==> src/rtl/traffic_light_monitor_pkg.sv <==
// Shared constants and types for the traffic light bus monitor.
// Light codes are {R1,Y1,G1,R2,Y2,G2}; phases P0..P5, with PH_NONE while unlocked.
package traffic_light_monitor_pkg;

  localparam logic [5:0] LT_P0  = 6'b100001;
  localparam logic [5:0] LT_P1  = 6'b100010;
  localparam logic [5:0] LT_RED = 6'b100100;
  localparam logic [5:0] LT_P3  = 6'b001100;
  localparam logic [5:0] LT_P4  = 6'b010100;

  localparam logic [2:0] PH_P0   = 3'd0;
  localparam logic [2:0] PH_P1   = 3'd1;
  localparam logic [2:0] PH_P2   = 3'd2;
  localparam logic [2:0] PH_P3   = 3'd3;
  localparam logic [2:0] PH_P4   = 3'd4;
  localparam logic [2:0] PH_P5   = 3'd5;
  localparam logic [2:0] PH_NONE = 3'd7;

  localparam int DEF_GREEN_CYC = 6;
  localparam int DEF_SHORT_CYC = 2;
  localparam int DEF_CNT_W     = 4;

  typedef enum logic {ST_UNLOCKED, ST_LOCKED} mon_state_e;

  function automatic logic [2:0] next_phase(input logic [2:0] ph);
    return (ph == PH_P5) ? PH_P0 : ph + 3'd1;
  endfunction

endpackage

==> src/rtl/traffic_light_monitor_light_code_decode.sv <==
// Combinational decode of a light code into a phase; the all-red code is
// P5 when it follows P4 and P2 otherwise.
module light_code_decode
  import traffic_light_monitor_pkg::*;
(
  input  logic [5:0] code,
  input  logic [2:0] prev_phase,
  output logic       legal,
  output logic [2:0] phase
);

  always_comb begin
    legal = 1'b1;
    phase = PH_NONE;
    case (code)
      LT_P0:   phase = PH_P0;
      LT_P1:   phase = PH_P1;
      LT_RED:  phase = (prev_phase == PH_P4) ? PH_P5 : PH_P2;
      LT_P3:   phase = PH_P3;
      LT_P4:   phase = PH_P4;
      default: legal = 1'b0;
    endcase
  end

endmodule

==> src/rtl/traffic_light_monitor.sv <==
// Passive checker for the two-road light bus: locks onto the phase cycle, measures
// dwell and flags code/sequence/dwell errors. Optional MON_ERR_CAPTURE_EN adds first-error capture.
module traffic_light_monitor
  import traffic_light_monitor_pkg::*;
#(
  parameter int GREEN_CYC = DEF_GREEN_CYC,
  parameter int SHORT_CYC = DEF_SHORT_CYC,
  parameter int CNT_W     = DEF_CNT_W
) (
  input  logic             clk,
  input  logic             clr_n,
  input  logic [5:0]       lights_in,
  output logic             locked,
  output logic [2:0]       phase,
  output logic [CNT_W-1:0] dwell,
  output logic             cycle_done,
  output logic [7:0]       cycle_cnt,
  output logic             err_code,
  output logic             err_seq,
  output logic             err_dwell,
  output logic             err_any
`ifdef MON_ERR_CAPTURE_EN
  ,
  output logic             cap_valid,
  output logic [5:0]       cap_code,
  output logic [2:0]       cap_phase,
  output logic [CNT_W-1:0] cap_dwell
`endif
);

  localparam logic [CNT_W-1:0] GREEN_REQ = CNT_W'(GREEN_CYC);
  localparam logic [CNT_W-1:0] SHORT_REQ = CNT_W'(SHORT_CYC);
  localparam logic [CNT_W-1:0] DWELL_MAX = '1;

  mon_state_e       state;
  logic [5:0]       lights_q;
  logic             dec_legal;
  logic [2:0]       dec_phase;
  logic             change;
  logic             succ_ok;
  logic [CNT_W-1:0] dwell_inc;
  logic [CNT_W-1:0] req;
  logic             ev_code, ev_seq, ev_short, ev_long, ev_any;

  light_code_decode u_decode (
    .code       (lights_in),
    .prev_phase (phase),
    .legal      (dec_legal),
    .phase      (dec_phase)
  );

  always_comb begin
    change    = (lights_in != lights_q);
    dwell_inc = (dwell == DWELL_MAX) ? dwell : dwell + CNT_W'(1);
    req       = (phase == PH_P0 || phase == PH_P3) ? GREEN_REQ : SHORT_REQ;
    succ_ok   = dec_legal && (dec_phase == next_phase(phase));
    ev_code   = (state == ST_LOCKED) && change && !dec_legal;
    ev_seq    = (state == ST_LOCKED) && change && dec_legal && !succ_ok;
    ev_short  = (state == ST_LOCKED) && change && dec_legal && (dwell < req);
    // Over-long dwell fires once, on the edge that carries dwell past req.
    ev_long   = (state == ST_LOCKED) && !change && (dwell == req) && (dwell != DWELL_MAX);
    ev_any    = ev_code | ev_seq | ev_short | ev_long;
  end

  always_ff @(posedge clk or negedge clr_n) begin
    if (!clr_n) begin
      state      <= ST_UNLOCKED;
      lights_q   <= LT_P0;
      locked     <= 1'b0;
      phase      <= PH_NONE;
      dwell      <= '0;
      cycle_done <= 1'b0;
      cycle_cnt  <= 8'd0;
      err_code   <= 1'b0;
      err_seq    <= 1'b0;
      err_dwell  <= 1'b0;
      err_any    <= 1'b0;
    end else begin
      lights_q   <= lights_in;
      cycle_done <= 1'b0;
      err_code   <= ev_code;
      err_seq    <= ev_seq;
      err_dwell  <= ev_short | ev_long;
      if (ev_any) err_any <= 1'b1;
      case (state)
        ST_UNLOCKED: begin
          if (change && lights_in == LT_P0) begin
            state  <= ST_LOCKED;
            locked <= 1'b1;
            phase  <= PH_P0;
            dwell  <= CNT_W'(1);
          end else begin
            dwell  <= dwell_inc;
          end
        end
        ST_LOCKED: begin
          if (!change) begin
            dwell <= dwell_inc;
          end else if (succ_ok) begin
            phase <= dec_phase;
            dwell <= CNT_W'(1);
            if (phase == PH_P5) begin
              cycle_done <= 1'b1;
              cycle_cnt  <= cycle_cnt + 8'd1;
            end
          end else if (dec_legal && lights_in == LT_P0) begin
            // Wrong successor that lands on P0 re-locks on the same edge.
            phase <= PH_P0;
            dwell <= CNT_W'(1);
          end else begin
            state  <= ST_UNLOCKED;
            locked <= 1'b0;
            phase  <= PH_NONE;
            dwell  <= CNT_W'(1);
          end
        end
      endcase
    end
  end

`ifdef MON_ERR_CAPTURE_EN
  always_ff @(posedge clk or negedge clr_n) begin
    if (!clr_n) begin
      cap_valid <= 1'b0;
      cap_code  <= 6'd0;
      cap_phase <= 3'd0;
      cap_dwell <= '0;
    end else if (ev_any && !cap_valid) begin
      cap_valid <= 1'b1;
      cap_code  <= lights_in;
      cap_phase <= phase;
      cap_dwell <= dwell;
    end
  end
`endif

endmodule

==> config.mk <==
export PLATFORM = sky130hd
export DESIGN_NAME = traffic_light_monitor
export DESIGN_NICKNAME = d
export VERILOG_FILES = /design/src/rtl/traffic_light_monitor_pkg.sv /design/src/rtl/traffic_light_monitor_light_code_decode.sv /design/src/rtl/traffic_light_monitor.sv
export SDC_FILE = /design/constraint.sdc
export NUM_CORES = 1
export LEC_CHECK = 0
export BUFFER_PORTS_ARGS = -buffer_cell sky130_fd_sc_hd__buf_2
export CAP_MARGIN = 40
export CORE_ASPECT_RATIO = 0.5
export CORE_UTILIZATION = 30
export CTS_CLUSTER_SIZE = 14
export DETAILED_ROUTE_END_ITERATION = 8
export PLACE_DENSITY = 0.56
export SLEW_MARGIN = 5
export SYNTH_ARGS = -nofsm -noshare
export SYNTH_HDL_FRONTEND = slang
export SYNTH_SLANG_ARGS = --single-unit
export TNS_END_PERCENT = 30
==> constraint.sdc <==
create_clock -name clk -period 2.7 [get_ports clk]
set_input_delay 0.27 -clock clk [delete_from_list [all_inputs] [get_ports clk]]
set_output_delay 0.27 -clock clk [all_outputs]
set_load 0.005 [all_outputs]
==> qor.yml <==
detail-route-antenna-nets: 0
critPathKind: "reg -> reg"
cts-root-buf: "clkbuf_8"
grt_pass1_wl_mm: 5.89
fin_hold_ws_ps: -7.56
placed_cells: 264
yosysSeqAreaShare_pct: 42.6
fin_tns_setup_ps: 0
drc_errors: 0
post_cts_resized: 0
htree_levels: 1
viasPerCell: 5.12
cp.arrival_ps: 2630
antenna_found_initial: 0
start_util_pct: 32.5
rsz0062_at_grt: "false"
globalplace.congestion: 0.852
clock_latency_ps: 290
fmax_mhz: 407
die-height_um: 54.6
wl_mm: 3.66
violations: "hold timing"
dieArea_mm2: 0.00585
synth_warnings: 0
hold_class: "in -> async"
finalCoreUtilization_pct: 38.2
area_delta_synth_final_pct: 17.6
seqCellArea_um2: 707
grt-busiest-layer: "met2"
avgSynthCellArea_um2: 9.88
grt_max_degree: 29
fill_cells: 502
cts_tree: "done"
cp.required_ps: 2870
synth_cell_type_count: 48
reg2reg_depth: 8
critPathLaunchType: "register"
synth_nets: 181
vdd_drop_max_v: 0.000323
grt.total_usage_pct: 13.3
firstDrtPassIters: 4
grt_util_met3_pct: 2.38
multi_input_area_um2: 902
diodes: 0
synth_top_area_share_pct: 34.7
outcome: "complete, but fails checks"
p_per_area_mw_per_mm2: 670
leakage_nw: 0.838
drt_iter0_markers: 61
synth_edf_count: 0
synth_ff_type: "dfrtp_1"
final.setup_skew_ps: 3.20
io_buffers: 28
r2r_start: "phase[2]"
ys_ff_latch: 28
cts_buffers: 3
core_area_mm2: 0.00511
die_x_um: 107
grt_pass1_vias: 1231
crit_path_end_kind: "register"
clk_pin_slew_worst_paths_ps: 100
final_cells: 268
vias: 1372
finalCritPeriodShare_pct: 90.9
post_drt_wl_per_cell_um: 13.6
hold_viol_final: 17
ctsHoldBuffers: 0
worst_slew_pin_slew_ps: 641
std_cell_rows: 18
synth_area_leaders: "dfrtp_1 (35%), dfstp_2 (7.9%), xnor2_1 (5.3%)"
setup_viol: 0
cap_viol_max_count: 0
synth_cells: 168
startpoint: "phase[2]"
met2_usage_pct: 20.6
cp_max_fo: 7
synth_area_mm2: 0.00166
met1_usage_pct: 18.5
synth_top_area_cell: "dfrtp_1"
regToRegSetupSlack_ps: 250
endpoint: "err_any"
drive_gt1_share_pct: 24.2
fin_nets: 212
clk_path_buf_depth: 2
async_flop_share_pct: 100
grt_overflow: 0
regToRegEndpoint: "err_any"
cts.sinks: 28
pin_count: 29
finalCriticalPeriod_ps: 2450
slew_viol_final: 0
post_cts_buffers: 0
hpwl_mm: 2.74
relSlewSlack_pct: 57.2
==> critical path, cell delays in order, from the launching register on <==
cell,delay [ps]
dfstp_2,590
inv_1,50
ha_1,340
o211ai_1,130
o22a_1,220
o22a_1,210
or2_2,300
o21ai_0,130
or3b_1,360
==> layer usage <==
layer  up-vias  wire [um]
met5         -          0
met4         0         84
met3        11        132
met2        29       1530
met1       652       1910
li1        680          -
==> cell families after synthesis <==
logic type	after synthesis	share of synthesized area, %
simple gates	75	26.8
compound gates	33	14.4
flops	28	42.6
xor+xnor	16	8.44
buf+inv	10	3.09
fa+ha+maj	5	3.77
mux	1	0.904
==> flip-flops by register name (all words and copies together) (netlist names) <==
name	cells
lights_q	6
cycle_done	1
dwell	4
err_code	1
phase	3
err_any	1
err_dwell	1
cycle_cnt	8
err_seq	1
state	1
locked	1
==> worst min-delay path by stage <==
stage                   end  slack [ps]  startpoint
3_3_place_gp    lights_q[2]         330       clr_n
3_5_place_dp    lights_q[2]         330       clr_n
5_1_grt         lights_q[2]          40       clr_n
4_1_cts          cycle_done          10       clr_n
2_1_floorplan  cycle_cnt[0]         -30       clr_n
6_report        lights_q[2]          -8       clr_n
==> per-stage QoR <==
step / instance area (um^2) / power, W / setup WS, ps
floorplan: 1660 / 0.000835 / 265
global placement: 1880 / 0.000964 / 156
detailed placement: 1880 / 0.000970 / 109
CTS: 1950 / 0.00132 / 132
global route: 1950 / 0.00140 / 71.7
finish: 1950 / 0.00131 / 245
==> cells in the mapped netlist, drive strengths merged, types with 2 or more instances <==
| library cell | n |
|---|---|
| o311ai | 4 |
| nand4bb | 3 |
| dfrtp | 23 |
| a211oi | 4 |
| o211ai | 2 |
| nor4 | 2 |
| nand2b | 4 |
| ha | 5 |
| nor3 | 6 |
| dfstp | 5 |
| o21ai | 7 |
| nor2b | 2 |
| xor2 | 6 |
| nand4 | 5 |
| or3 | 2 |
| buf | 4 |
| nand2 | 14 |
| a31oi | 3 |
| xnor2 | 10 |
| a21oi | 3 |
| o21a | 3 |
| o22a | 2 |
| clkbuf | 2 |
| nand3 | 4 |
| and2 | 4 |
| inv | 4 |
| nor2 | 14 |
| nor4bb | 4 |
| and3 | 3 |
==> layout make-up <==
type | count | share of cell area [%]
multi-input combinational | 130 | 46.2
sequential | 28 | 36.2
timing repair buffer | 32 | 8.71
tap | 70 | 4.48
clock buffer | 3 | 2.11
clock inverter | 1 | 1.54
inverter | 4 | 0.769
==> power breakdown <==
part / total [W] / leakage (nW) / internal, W / switching (W)
registers: 0.000559 / 0.347 / 0.000485 / 0.0000733
logic: 0.000404 / 0.455 / 0.000185 / 0.000219
clock network: 0.000346 / 0.0357 / 0.000199 / 0.000147
total: 0.00131 / 0.838 / 0.000870 / 0.000440
==> cell usage in the layout, fill, tap and decap left out, drive strengths merged, types with 5 or more instances in the layout <==
master,instances
buf,32
dfrtp,23
nor2,14
nand2,14
xnor2,10
o21ai,7
xor2,6
nor3,6
nand4,5
ha,5
dfstp,5
(Power assumes the default switching activity.)
